--- src/rtl/exec_unit.sv ---
// Multi-cycle execute/write-back controller for the 8-bit CPU: fetches operands
// from the register file, runs the ALU or a shift-add multiplier, and writes back once.
module exec_unit #(
  parameter int DATA_W     = 8,
  parameter int ADDR_W     = 5,
  parameter int INSTR_W    = 19,
  parameter int MUL_CYCLES = 8
) (
  input  logic               clk,
  input  logic               rst_n,
  input  logic               instr_valid,
  output logic               instr_ready,
  input  logic [INSTR_W-1:0] instr,
  output logic [ADDR_W-1:0]  rd,
  output logic [ADDR_W-1:0]  rs,
  input  logic [DATA_W-1:0]  rd_data,
  input  logic [DATA_W-1:0]  rs_data,
  output logic               write,
  output logic [ADDR_W-1:0]  wd,
  output logic [DATA_W-1:0]  wdata,
  output logic               done,
  output logic               illegal,
  output logic               flag_z,
  output logic               flag_c,
  output logic               busy
);

  localparam int CNT_W = $clog2(MUL_CYCLES);
  localparam logic [CNT_W-1:0] CNT_LAST = CNT_W'(MUL_CYCLES - 1);

  typedef enum logic [2:0] {IDLE, READ, EXEC, MUL, WB} state_t;

  state_t                state, state_nxt;
  logic [INSTR_W-1:0]    ir;
  logic [DATA_W-1:0]     op_a, op_b, result;
  logic [2*DATA_W-1:0]   prod, mul_next;
  logic [DATA_W:0]       mul_sum, alu;
  logic [CNT_W-1:0]      cnt;
  logic                  cand_z, cand_c, flag_z_q, flag_c_q;
  logic [3:0]            op;

  function automatic logic op_writes(input logic [3:0] o);
    return (o >= 4'd1) && (o <= 4'd10);
  endfunction

  function automatic logic op_sets_flags(input logic [3:0] o);
    return ((o >= 4'd1) && (o <= 4'd7)) || (o == 4'd10) || (o == 4'd11);
  endfunction

  assign op = ir[18:15];
  assign wd = ir[14:10];
  assign rd = ir[9:5];
  assign rs = ir[4:0];

  assign instr_ready = (state == IDLE);
  assign busy        = (state != IDLE);
  assign done        = (state == WB);
  assign write       = (state == WB) && op_writes(op);
  assign illegal     = (state == WB) && (op >= 4'd12);
  assign wdata       = result;
  // Flags become visible in the write-back cycle itself, then stay registered.
  assign flag_z = ((state == WB) && op_sets_flags(op)) ? cand_z : flag_z_q;
  assign flag_c = ((state == WB) && op_sets_flags(op)) ? cand_c : flag_c_q;

  always_comb begin
    alu = '0;
    case (op)
      4'd1:         alu = {1'b0, op_a} + {1'b0, op_b};
      4'd2, 4'd11:  alu = {1'b0, op_a} - {1'b0, op_b};
      4'd3:         alu = {1'b0, op_a & op_b};
      4'd4:         alu = {1'b0, op_a | op_b};
      4'd5:         alu = {1'b0, op_a ^ op_b};
      4'd6:         alu = {op_a, 1'b0};
      4'd7:         alu = {op_a[0], 1'b0, op_a[DATA_W-1:1]};
      4'd8:         alu = {1'b0, ir[7:0]};
      4'd9:         alu = {1'b0, op_a};
      default:      alu = '0;
    endcase
  end

  // One shift-add step: conditionally add A into the high half, then shift right.
  assign mul_sum  = {1'b0, prod[2*DATA_W-1:DATA_W]} + (prod[0] ? {1'b0, op_a} : '0);
  assign mul_next = {mul_sum, prod[DATA_W-1:1]};

  always_comb begin
    state_nxt = state;
    case (state)
      IDLE:    if (instr_valid) state_nxt = READ;
      READ:    state_nxt = (op == 4'd10) ? MUL : EXEC;
      EXEC:    state_nxt = WB;
      MUL:     if (cnt == CNT_LAST) state_nxt = WB;
      WB:      state_nxt = IDLE;
      default: state_nxt = IDLE;
    endcase
  end

  always_ff @(posedge clk or negedge rst_n) begin
    if (!rst_n) begin
      state    <= IDLE;
      ir       <= '0;
      op_a     <= '0;
      op_b     <= '0;
      prod     <= '0;
      cnt      <= '0;
      result   <= '0;
      cand_z   <= 1'b0;
      cand_c   <= 1'b0;
      flag_z_q <= 1'b0;
      flag_c_q <= 1'b0;
    end else begin
      state <= state_nxt;
      case (state)
        IDLE: if (instr_valid) ir <= instr;
        READ: begin
          op_a <= rd_data;
          op_b <= rs_data;
          prod <= {{DATA_W{1'b0}}, rs_data};
          cnt  <= '0;
        end
        EXEC: begin
          result <= alu[DATA_W-1:0];
          cand_c <= alu[DATA_W];
          cand_z <= (alu[DATA_W-1:0] == '0);
        end
        MUL: begin
          prod <= mul_next;
          cnt  <= cnt + 1'b1;
          if (cnt == CNT_LAST) begin
            result <= mul_next[DATA_W-1:0];
            cand_c <= |mul_next[2*DATA_W-1:DATA_W];
            cand_z <= (mul_next[DATA_W-1:0] == '0);
          end
        end
        WB: if (op_sets_flags(op)) begin
          flag_z_q <= cand_z;
          flag_c_q <= cand_c;
        end
        default: ;
      endcase
    end
  end

endmodule

--- config.mk ---
export PLATFORM = sky130hd
export DESIGN_NAME = exec_unit
export DESIGN_NICKNAME = d
export VERILOG_FILES = /design/src/rtl/exec_unit.sv
export SDC_FILE = /design/constraint.sdc
export NUM_CORES = 1
export LEC_CHECK = 0
export ABC_AREA = 1
export CAP_MARGIN = 20
export CORE_ASPECT_RATIO = 1.75
export CORE_UTILIZATION = 50
export DETAILED_ROUTE_END_ITERATION = 16
export HOLD_SLACK_MARGIN = 0.05
export PLACE_DENSITY_LB_ADDON = 0.15
export SYNTH_ARGS = -nofsm -noshare
export SYNTH_HDL_FRONTEND = slang
export SYNTH_SLANG_ARGS = --single-unit
export TNS_END_PERCENT = 20
--- constraint.sdc ---
create_clock -name clk -period 2.4 [get_ports clk]
set_input_delay 0.72 -clock clk [delete_from_list [all_inputs] [get_ports clk]]
set_output_delay 0.72 -clock clk [all_outputs]
set_load 0.05 [all_outputs]
-- After elaboration in Yosys (flattened, before gate mapping)
Cells that the tools add are included.
- register bits after elaboration: 69
- output and inout bits: 30
- word-level logic and storage cells: 75
- $add $sub $neg: 4
- magnitude comparators: 4
- eq/ne operators: 18
- multiplexer cells: 16
- bitwise logic cells: 3
- reduce and logical (&&, ||, !) cells: 19
- operators by type and width (kind ; count):
    9-bit one-hot mux with 9 select lines ; 1
    16-bit one-hot mux with 2 select lines ; 1
    8-bit by 8-bit adder with 9-bit output ; 2
    4-bit by 3-bit == test with 1-bit output, second input constant ; 4
    4-bit == test, second input constant ; 4
    8-bit logical NOT ; 2
    8-bit two-way mux ; 2
    8-bit one-hot mux with 2 select lines ; 1
    3-bit one-hot mux with 4 select lines ; 1
    8-bit by 8-bit subtractor with 9-bit output ; 1
    8-bit bitwise AND ; 1
    4-bit by 2-bit == test with 1-bit output, second input constant ; 2
    8-bit OR ; 1
    2-bit AND reduction ; 4
    8-bit OR reduction ; 1
    8-bit bitwise XOR ; 1
    3-bit by 2-bit == test with 1-bit output, second input constant ; 2
    3-bit == test, second input constant ; 2
    3-bit two-way mux ; 2
    3-bit one-hot mux with 2 select lines ; 1
    1-bit logical AND ; 5
    1-bit two-way mux ; 5
    4-bit by 1-bit == test with 1-bit output, second input constant ; 1
    4-bit by 1-bit >= comparator with 1-bit output, second input constant ; 1
    other kinds (12) ; 16

-- Logic depth before layout (Yosys ltp)
Gate-level depths: netlist of run 1.
- depth after elaboration: 6
- mapped depth: 23
- gate-level depth less buffers: 23

-- Least setup slack after synthesis of run 1
OpenSTA, ideal clock, no wires.
- path kind: flip-flop to output port
- start point: register state[1]
- end point: output port flag_c
- data arrival time: 1.901 ns
- slack: -0.221 ns
- stages on the path, launching flop included: 6
- buffers on the path: 0
- cells stage by stage: dfrtp_1 > nor2_1 > inv_1 > nor2_1 > nand3_1 > mux2_2
- cells in the longest elaborated chain, start to end: 3
- RTL lines (what ; line ; text):
    from (decl) ; 33 ; state_t state, state_nxt;
    from (signal assigned) ; 111 ; state <= state_nxt;
    3-bit == test ; - ;
    net done ; 21 ; output logic done,
    1-bit logical AND ; 63 ; assign flag_c = ((state == WB) && op_sets_flags(op)) ? cand_c : flag_c_q;
    1-bit two-way mux ; 63 ;
    to (decl) ; 24 ; output logic flag_c,
The timed path passes the listed nets, and every way through them passes these cells.

-- Worst setup path in the final report of run 1
- start point: register op_b[1]
- end point: register cand_z
- cells in the longest elaborated chain, start to end: 4
- elaborated cells on any way between the ends: 8
- those cells by class: add/sub: 2; mux: 2; bitwise: 3; reduce/logical: 1
- RTL lines (what ; line ; text):
    from (decl) ; 35 ; logic [DATA_W-1:0] op_a, op_b, result;
    from (signal assigned) ; 116 ; op_b <= rs_data;
    8-bit by 8-bit subtractor with 9-bit output (tied with other cells) ; 69 ; 4'd2, 4'd11: alu = {1'b0, op_a} - {1'b0, op_b};
    9-bit one-hot mux with 9 select lines (*) ; 67 ; case (op)
    8-bit logical NOT (*) ; 123 ; cand_z <= (alu[DATA_W-1:0] == '0);
    1-bit one-hot mux with 2 select lines (*) ; 112 ; case (state)
    to (signal assigned) ; 123 ;
    to (signal assigned) ; 131 ; cand_z <= (mul_next[DATA_W-1:0] == '0);
    to (decl) ; 39 ; logic cand_z, cand_c, flag_z_q, flag_c_q;
Mark *: on every way between the ends. The rest lies on a longest branch, timed or not.
A chain may end at the register's enable or synchronous reset.

==> results of run 1 <==
## path summary, 6_finish.rpt
kind | start | to
min reg2reg | prod[8] | prod[8]
min in group clk | prod[8] | prod[8]
max | op_b[1] | cand_z
max in group asynchronous | rst_n | ir[18]
min | rst_n | op_b[2]
max reg2reg | op_b[1] | cand_z
## layout by cell type (no fill, tap or decap), types with 14 or more instances in the layout
cell type and instances:
nand2_1 154, nand2_2 14, inv_1 65, clkdlybuf4s50_1 59, buf_4 65, o21ai_0 33, ha_1 31, nand3_1 45
nor2_1 57, dfrtp_1 66, a21oi_1 17
## registers in the layout, summed over array words and instances (netlist names), 3 cells and up
| register | count |
|---|---|
| cnt | 3 |
| ir | 19 |
| op_a | 8 |
| op_b | 8 |
| prod | 16 |
| state | 3 |
| wdata | 8 |
## area by class of cell
class | instances | area [um^2] | area share
clock buffers | 9 | 225.2 | 0.03473
clock inverters | 6 | 112.6 | 0.01736
inverters | 77 | 289.0 | 0.04457
multi-input cells | 448 | 2749 | 0.4239
flip-flops and latches | 69 | 1730 | 0.2668
well taps | 120 | 150.1 | 0.02315
repair buffers | 134 | 1229 | 0.1895
## layer usage
layer | track usage | routed length (um) | part of all wire | up-vias
li1 | - | - | - | 2231
met1 | 0.3338 | 5475 | 0.36 | 2209
met2 | 0.5946 | 7960 | 0.53 | 174
met3 | 0.05365 | 632 | 0.042 | 71
met4 | 0.2075 | 1003 | 0.067 | 0
met5 | 0 | 0 | 0 | -
## Yosys cell counts
| cell | number | area share |
|---|---|---|
| a31oi_1 | 9 | 0.012 |
| a22o_1 | 3 | 0.0057 |
| o2111a_1 | 1 | 0.0024 |
| buf_2 | 3 | 0.0032 |
| nor2_2 | 2 | 0.0027 |
| xor2_1 | 7 | 0.013 |
| nor2_4 | 2 | 0.0049 |
| inv_1 | 74 | 0.060 |
| o21ai_1 | 1 | 0.0011 |
| buf_4 | 15 | 0.024 |
| nand2_1 | 170 | 0.14 |
| xnor2_1 | 3 | 0.0057 |
| ha_1 | 35 | 0.094 |
| o31ai_1 | 1 | 0.0016 |
| o21a_1 | 1 | 0.0016 |
| and3_1 | 1 | 0.0013 |
| nand3_2 | 1 | 0.0022 |
| inv_2 | 3 | 0.0024 |
| a21o_1 | 2 | 0.0032 |
| nor3_1 | 3 | 0.0032 |
| nor2_1 | 66 | 0.053 |
| clkbuf_1 | 9 | 0.0073 |
| buf_6 | 1 | 0.0024 |
| nand3_1 | 54 | 0.058 |
| o211ai_1 | 1 | 0.0016 |
| mux2_2 | 14 | 0.034 |
| or2_4 | 1 | 0.0019 |
| o21ai_2 | 1 | 0.0019 |
| fa_1 | 2 | 0.0086 |
| dfrtp_1 | 69 | 0.37 |
| a21oi_1 | 20 | 0.022 |
| nor4_1 | 1 | 0.0013 |
| nand4_1 | 4 | 0.0054 |
| o22ai_1 | 1 | 0.0013 |
| nand3b_1 | 5 | 0.0081 |
| o21ai_0 | 36 | 0.039 |
## cells by family (layout without fill, tap and decap cells)
group	count (synthesis)	in the layout	share of synthesized area
AOI/OAI and AO/OA	77	77	0.09297
xor gates and xnor gates	10	10	0.01886
adders and majority gates	37	37	0.1029
buffers and inverters	105	226	0.09943
DFF	69	69	0.3719
muxes	14	14	0.03395
and+or+nand+nor	310	310	0.2800
## repair_timing
item / CTS / global route
endpoints found under the setup margin: 11 / 10
resized for setup: 37 / 45
pin swaps: 15 / 37
buffers inserted: 6 / 8
## critical path, stage by stage (launching register included)
cell	delay, ns
dfrtp_2	0.42
inv_2	0.08
ha_4	0.17
buf_4	0.14
nor2_4	0.13
xor2_2	0.19
ha_4	0.25
buf_6	0.11
buf_4	0.12
xnor2_1	0.11
nand2_1	0.09
nand3_2	0.18
nor2_1	0.15
nand3_1	0.08
nor2_1	0.09
nor2_1	0.05
nor2_1	0.10
## stage by stage
| stage | utilization | hold slack [ns] | area [um^2] | worst slack [ns] | TNS [ns] |
|---|---|---|---|---|---|
| after floorplan | - | 0.4244 | 4646 | -0.1228 | -1.098 |
| after global placement | 0.6346 | 0.4693 | 5734 | -0.2460 | -1.037 |
| after detailed placement | 0.6346 | 0.4868 | 5734 | -0.2805 | -1.678 |
| after CTS | 0.6911 | 0.4419 | 6245 | -0.08369 | -0.3023 |
| after global routing | 0.7177 | 0.4583 | 6485 | -0.3325 | -1.966 |
| final | 0.7177 | 0.4145 | 6485 | -0.1437 | -0.5595 |
==> results.ini, run 1 <==
[clock_network]
h-tree-depth = 3
clk_pin_slew_worst_paths_ns = 0.06
cts_tree = built
cts_buffers = 9
clockBufferDepth = 2
hold_buffers = 0
root_buffer = clkbuf_16
clkSinkCount = 69
clk_latency_ns = 0.33

[grt]
track_usage = 0.3271
antenna_found_initial = 0
grt_pass1_vias = 4848
grt_overflow = 0
grt_pass1_wl_um = 23180
grt_max_degree = 70

[sta]
final-hold-violation-count = 0
tightest_slew_ns = 0.5691
fin_crit_sh = 1.060
fin_ws_ns = -0.1437
skew_ns = 0.008073
setup_violations = 8
fin_crit_ns = 2.544
grt_setup_unrepaired = yes
drv_slew = 0
max_freq_ghz = 0.3931
max_slew_margin = 0.6192

[routing]
drt_wl_total_um = 15070
drc_errors = 0
first_pass_iters = 5
post_drt_wl_per_cell_um = 17.46
drt_iter0_markers = 231
postRouteAntennaNets = 0
drt-vias-per-instance = 5.429
vias = 4685

[die]
fp.dieW_um = 74.85
start_util = 0.5138
core_um2 = 9036
rows = 46
die_area_um2 = 9691
ios = 68
die_h_um = 129.5

[synth]
synth_area_um2 = 4643
synth_cell_types = 36
synth_cells = 622
yosys_warnings = 0
synth-seq-area-share = 0.3719
syn_nets = 697
avgSynthCellArea_um2 = 7.465
synth-seq-cells = 69

[critical_path]
rrSetupSlack_ns = -0.14
path_class = flop to flop
cp-end-kind = flop
cp.arrival_ns = 2.80
worst_r2r_path_depth = 16
cp_max_fo = 5
start_kind = flop
required_ns = 2.66

[status]
violations = negative setup slack
outcome = finished, violations left

[layout]
fin_cells = 863
fillerInstances = 730
fin_nets = 814
final_layout_size_suffix_gt1_frac = 0.2328
antennaDiodeCount = 0
synthToLayoutAreaGrowth_pct = 39.67

[place]
dp_hpwl_um = 11250
dpl.cell_count = 834
io_buffers = 67
gp_congestion = 0.9059

[flow_run]
max-cap-violations = 0

[min_path]
hold_class = input pin to asynchronous set/reset pin

Power of run 1 is left out: the tool's default activity adds up to more than one toggle a clock period on the data nets, which glitch-free logic cannot reach.
==> inputs of run 2 (changes only) <==
SETUP_SLACK_MARGIN = 0.4   (was default)
==> results.ini, run 2 (same netlist as run 1, synthesis figures left out) <==
[place]
dp_hpwl_um = 10650  ; -5.4%
io_buffers = 67  ; unchanged
gp_congestion = 0.9157  ; +1.1%
placed_area_um2 = 5774  ; +0.70%
dpl.cell_count = 827  ; -0.84%

[grt]
grt_pass1_wl_um = 21510  ; -7.2%
track_usage = 0.3030  ; -0.02416
antenna_found_initial = 0  ; unchanged
grt_pass1_vias = 4587  ; -5.4%
grt_overflow = 0  ; unchanged
grt_max_degree = 34  ; -51%

[die]
die_h_um = 129.5  ; unchanged
core_um2 = 9036  ; unchanged
fp.dieW_um = 74.85  ; unchanged
die_area_um2 = 9691  ; unchanged
rows = 46  ; unchanged
ios = 68  ; unchanged
start_util = 0.5138  ; unchanged

[sta]
max_slew_margin = 0.6281  ; +0.008910
fin_crit_ns = 2.528  ; -0.01525 ns
drv_slew = 0  ; unchanged
tightest_slew_ns = 0.5579  ; -0.01126 ns
tns_ns = -0.3213  ; +0.2382 ns
setup_violations = 3  ; -5
skew_ns = 0.007752  ; -0.0003214 ns
grt_setup_unrepaired = yes
final-hold-violation-count = 0  ; unchanged
max_freq_ghz = 0.3955  ; +0.60%
fin_ws_ns = -0.1285  ; +0.01525 ns
fin_crit_sh = 1.054  ; -0.006352

[critical_path]
cp.arrival_ns = 1.81  ; -0.99 ns
start_kind = flop
cp-end-kind = output pin
cp_num_buf_inv = 2  ; -2
required_ns = 1.68  ; -0.98 ns
cp_top_family = flip-flops
slowest_delay_ns = 0.44  ; +0.02 ns
path_class = flop to output pin
path_cells = buf_4 > nor2_2 > nand2_4 > nand3_4 > mux2_4 > buf_8
crit_slowest_cell = dfrtp_2
cp_max_fo = 5  ; unchanged

[routing]
post_drt_wl_per_cell_um = 16.30  ; -6.7%
drt_iter0_markers = 279  ; +21%
wl_met2_um = 7894  ; -0.83%
postRouteAntennaNets = 0  ; unchanged
first_pass_iters = 4  ; -1
highest_layer = met4
drt-vias-per-instance = 5.253  ; -3.2%
dr_wl_met3_um = 502  ; -21%
vias = 4528  ; -3.4%
m1WireLength_um = 5127  ; -6.4%
drt_wl_total_um = 14050  ; -6.8%
drc_errors = 0  ; unchanged

[layout]
fin_util = 0.7224  ; +0.004708
fillerInstances = 720  ; -1.4%
synthToLayoutAreaGrowth_pct = 40.58
antennaDiodeCount = 0  ; unchanged
fin_cells = 862  ; -0.12%
largest_reg_flops = 19  ; unchanged
design_area_um2 = 6528  ; +0.66%
top_regs = ir x19, prod x16
multi_input_area_um2 = 2776  ; +1.0%
final_cell_mix = nand2_1 (152), dfrtp_1 (65), inv_1 (63)
largest_register = ir
regArea_um2 = 1732  ; about the same
final_layout_size_suffix_gt1_frac = 0.2480  ; +0.01514
fin_nets = 812  ; -0.25%
final_common_cell = nand2_1

[clock_network]
root_buffer = clkbuf_16
cts_buffers = 9  ; unchanged
clkSinkCount = 69  ; unchanged
clk_latency_ns = 0.35  ; +0.02 ns
cts_tree = built
h-tree-depth = 3  ; unchanged
clk_pin_slew_worst_paths_ns = 0.06  ; about the same
clockBufferDepth = 2  ; unchanged
hold_buffers = 0  ; unchanged

[flow_run]
max-cap-violations = 0  ; unchanged

[status]
outcome = finished, violations left
violations = negative setup slack

[min_path]
hold_class = input pin to asynchronous set/reset pin

==> run 2: final cells by class <==
cell class                      instances  share of cell area
Clock buffer                            9             0.03450
Sequential cell                        69              0.2653
Inverter                               77             0.04428
Timing Repair Buffer                  132              0.1888
Clock inverter                          7             0.01878
Tap cell                              120             0.02300
Multi-Input combinational cell        448              0.4253
==> run 2: timing repair <==
action	4_1_cts	5_1_grt
cloned	0	0
setup buffers	10	9
gates resized for setup	64	38
pin swaps	16	24
setup endpoints to repair	39	21
==> run 2: path summary, 6_finish.rpt <==
| check | cells past startpoint | endpoint | slack, ns | startpoint |
|---|---|---|---|---|
| setup / recovery | 6 | flag_c | -0.13 | ir[16] |
| max in group asynchronous | 3 | state[2] | 1.29 | rst_n |
| setup reg to reg | 17 | cand_z | -0.07 | ir[15] |
| hold reg to reg | 1 | prod[14] | 0.49 | prod[14] |
| min in group clk | 1 | prod[14] | 0.49 | prod[14] |
| hold / removal | 1 | ir[6] | 0.36 | rst_n |
==> run 2: per-layer routing <==
layer	vias up	GRT usage
met1	2134	0.3013
met3	38	0.04355
li1	2224	-
met4	0	0.1687
met2	132	0.5745
met5	-	0
==> run 2: per-stage QoR <==
step	worst slack (ns)	hold slack, ns
2_1_floorplan	0.1890	0.4244
3_3_place_gp	-0.06736	0.4684
3_5_place_dp	-0.07764	0.4790
4_1_cts	-0.02451	0.3790
5_1_grt	-0.2511	0.4225
6_report	-0.1285	0.3630
Power of run 2 is left out for the same reason.
==> inputs of run 3 (changes only) <==
CORE_UTILIZATION = 55   (was 50)
clock period = 3.3 ns   (was 2.4 ns; I/O delays follow)
==> results.ini, run 3 (same netlist as run 1, synthesis figures left out) <==
[status]
outcome = complete, no violations

[grt]
met1_usage = 0.3030  ; +0.001697
grt-busiest-layer = met2
grt_pass1_vias = 4375  ; -4.6%
track_usage = 0.3016  ; -0.001351
grt_pass1_wl_um = 20180  ; -6.2%
grt_overflow = 0  ; unchanged
gr-usage-met3 = 0.04808  ; +0.004539
grt_max_degree = 30  ; -12%
antenna_found_initial = 0  ; unchanged
use_met2 = 0.5452  ; -0.02922

[routing]
vias = 4396  ; -2.9%
drc_errors = 0  ; unchanged
first_pass_iters = 5  ; +1
drt_iter0_markers = 277  ; -0.72%
drt_wl_total_um = 12600  ; -10%
postRouteAntennaNets = 0  ; unchanged
drt-vias-per-instance = 5.650  ; +7.6%
post_drt_wl_per_cell_um = 16.19  ; -0.67%

[sta]
grt_setup_unrepaired = yes
tns_ns = 0  ; +0.3213 ns
setup_violations = 0  ; -3
drv_slew = 0  ; unchanged
fin_crit_sh = 0.8988
max_freq_ghz = 0.3372
fin_crit_ns = 2.966
hold_ws_ns = 0.4927  ; +0.1298 ns
skew_ns = 0.005300  ; -0.002452 ns
tightest_slew_ns = 0.7242  ; +0.1664 ns
final-hold-violation-count = 0  ; unchanged
max_slew_margin = 0.5166  ; -0.1114
fin_ws_ns = 0.3341  ; +0.4626 ns

[layout]
fillerInstances = 719  ; -0.14%
regArea_um2 = 1727  ; -0.29%
antennaDiodeCount = 0  ; unchanged
synthToLayoutAreaGrowth_pct = 20.88
fin_nets = 756  ; -6.9%
multi_input_area_um2 = 2457  ; -11%
final_common_cell = nand2_1
largest_register = ir
final_cell_mix = nand2_1 (170), inv_1 (74), dfrtp_1 (69)
fin_cells = 778  ; -9.7%
final_layout_size_suffix_gt1_frac = 0.07580  ; -0.1722
top_regs = ir x19, prod x16
largest_reg_flops = 19  ; unchanged

[critical_path]
required_ns = 2.31  ; +0.63 ns
crit_start = state[1]
cp_max_fo = 4  ; -1
r2r_start = ir[16]
cp.arrival_ns = 1.98  ; +0.17 ns
path_class = flop to output pin
cp-end-kind = output pin
start_kind = flop

[die]
fp.dieW_um = 71.46  ; -4.5%
die_h_um = 123.5  ; -4.6%
start_util = 0.5623  ; +0.04843
ios = 68  ; unchanged
rows = 44  ; -4.3%
die_area_um2 = 8828  ; -8.9%
core_um2 = 8258  ; -8.6%

[place]
io_buffers = 67  ; unchanged
dpl_worst_slack_ns = 0.4813  ; +0.5590 ns
gp_congestion = 0.9865  ; +7.7%
dp_hpwl_um = 9826  ; -7.7%
dpl.cell_count = 762  ; -7.9%

[clock_network]
clk_latency_ns = 0.34  ; about the same
clkSinkCount = 69  ; unchanged
root_buffer = clkbuf_16
cts_tree = built
clockBufferDepth = 2  ; unchanged
h-tree-depth = 3  ; unchanged
cts_buffers = 9  ; unchanged
post-cts-setup-buffers = 0  ; -10
hold_buffers = 0  ; unchanged
clk_pin_slew_worst_paths_ns = 0.06  ; about the same

[flow_run]
max-cap-violations = 0  ; unchanged

[min_path]
hold_start = prod[11]
hold_class = flop to flop

[run 3: final cells by class]
cell class | count | share of cell area
Multi-Input combinational cell | 448 | 0.4378
Sequential cell | 69 | 0.3076
Timing Repair Buffer | 76 | 0.1304
Inverter | 77 | 0.05149
Clock buffer | 10 | 0.04079
Tap cell | 92 | 0.02051
Clock inverter | 6 | 0.01137
[run 3: final timing paths]
check                                end  depth (start not counted)  slack, ns
worst max-delay path                done                          4       0.33
worst min-delay path            prod[11]                          2       0.49
worst max register to register  wdata[6]                         13       0.49
worst min register to register  prod[11]                          2       0.49
max in group asynchronous        op_b[7]                          2       1.87
min in group asynchronous        prod[9]                          1       0.65
[run 3: worst max-delay path: stages, from the launching register on]
cell and delay (ns):
dfrtp_1 0.42, nor2_1 0.12, inv_1 0.07, nor2_1 0.18
clkdlybuf4s50_1 0.85
[run 3: through the flow]
stage,instance area (um^2),util
floorplan,4643,-
global route,5613,0.6797
global placement,5316,0.6438
finish,5613,0.6797
detailed placement,5316,0.6438
CTS,5608,0.6791
[run 3: timing repair]
action                     CTS  global route
hold endpoints to repair     0             0
pin swaps                    0             0
setup endpoints to repair    5            11
resized for setup            1             2
[run 3: metal layers]
metal | vias up | share of wire
met2 | 174 | 0.52
li1 | 2115 | -
met5 | - | 0
met4 | 0 | 0.068
met3 | 65 | 0.049
met1 | 2042 | 0.36
Power of run 3 is left out for the same reason.
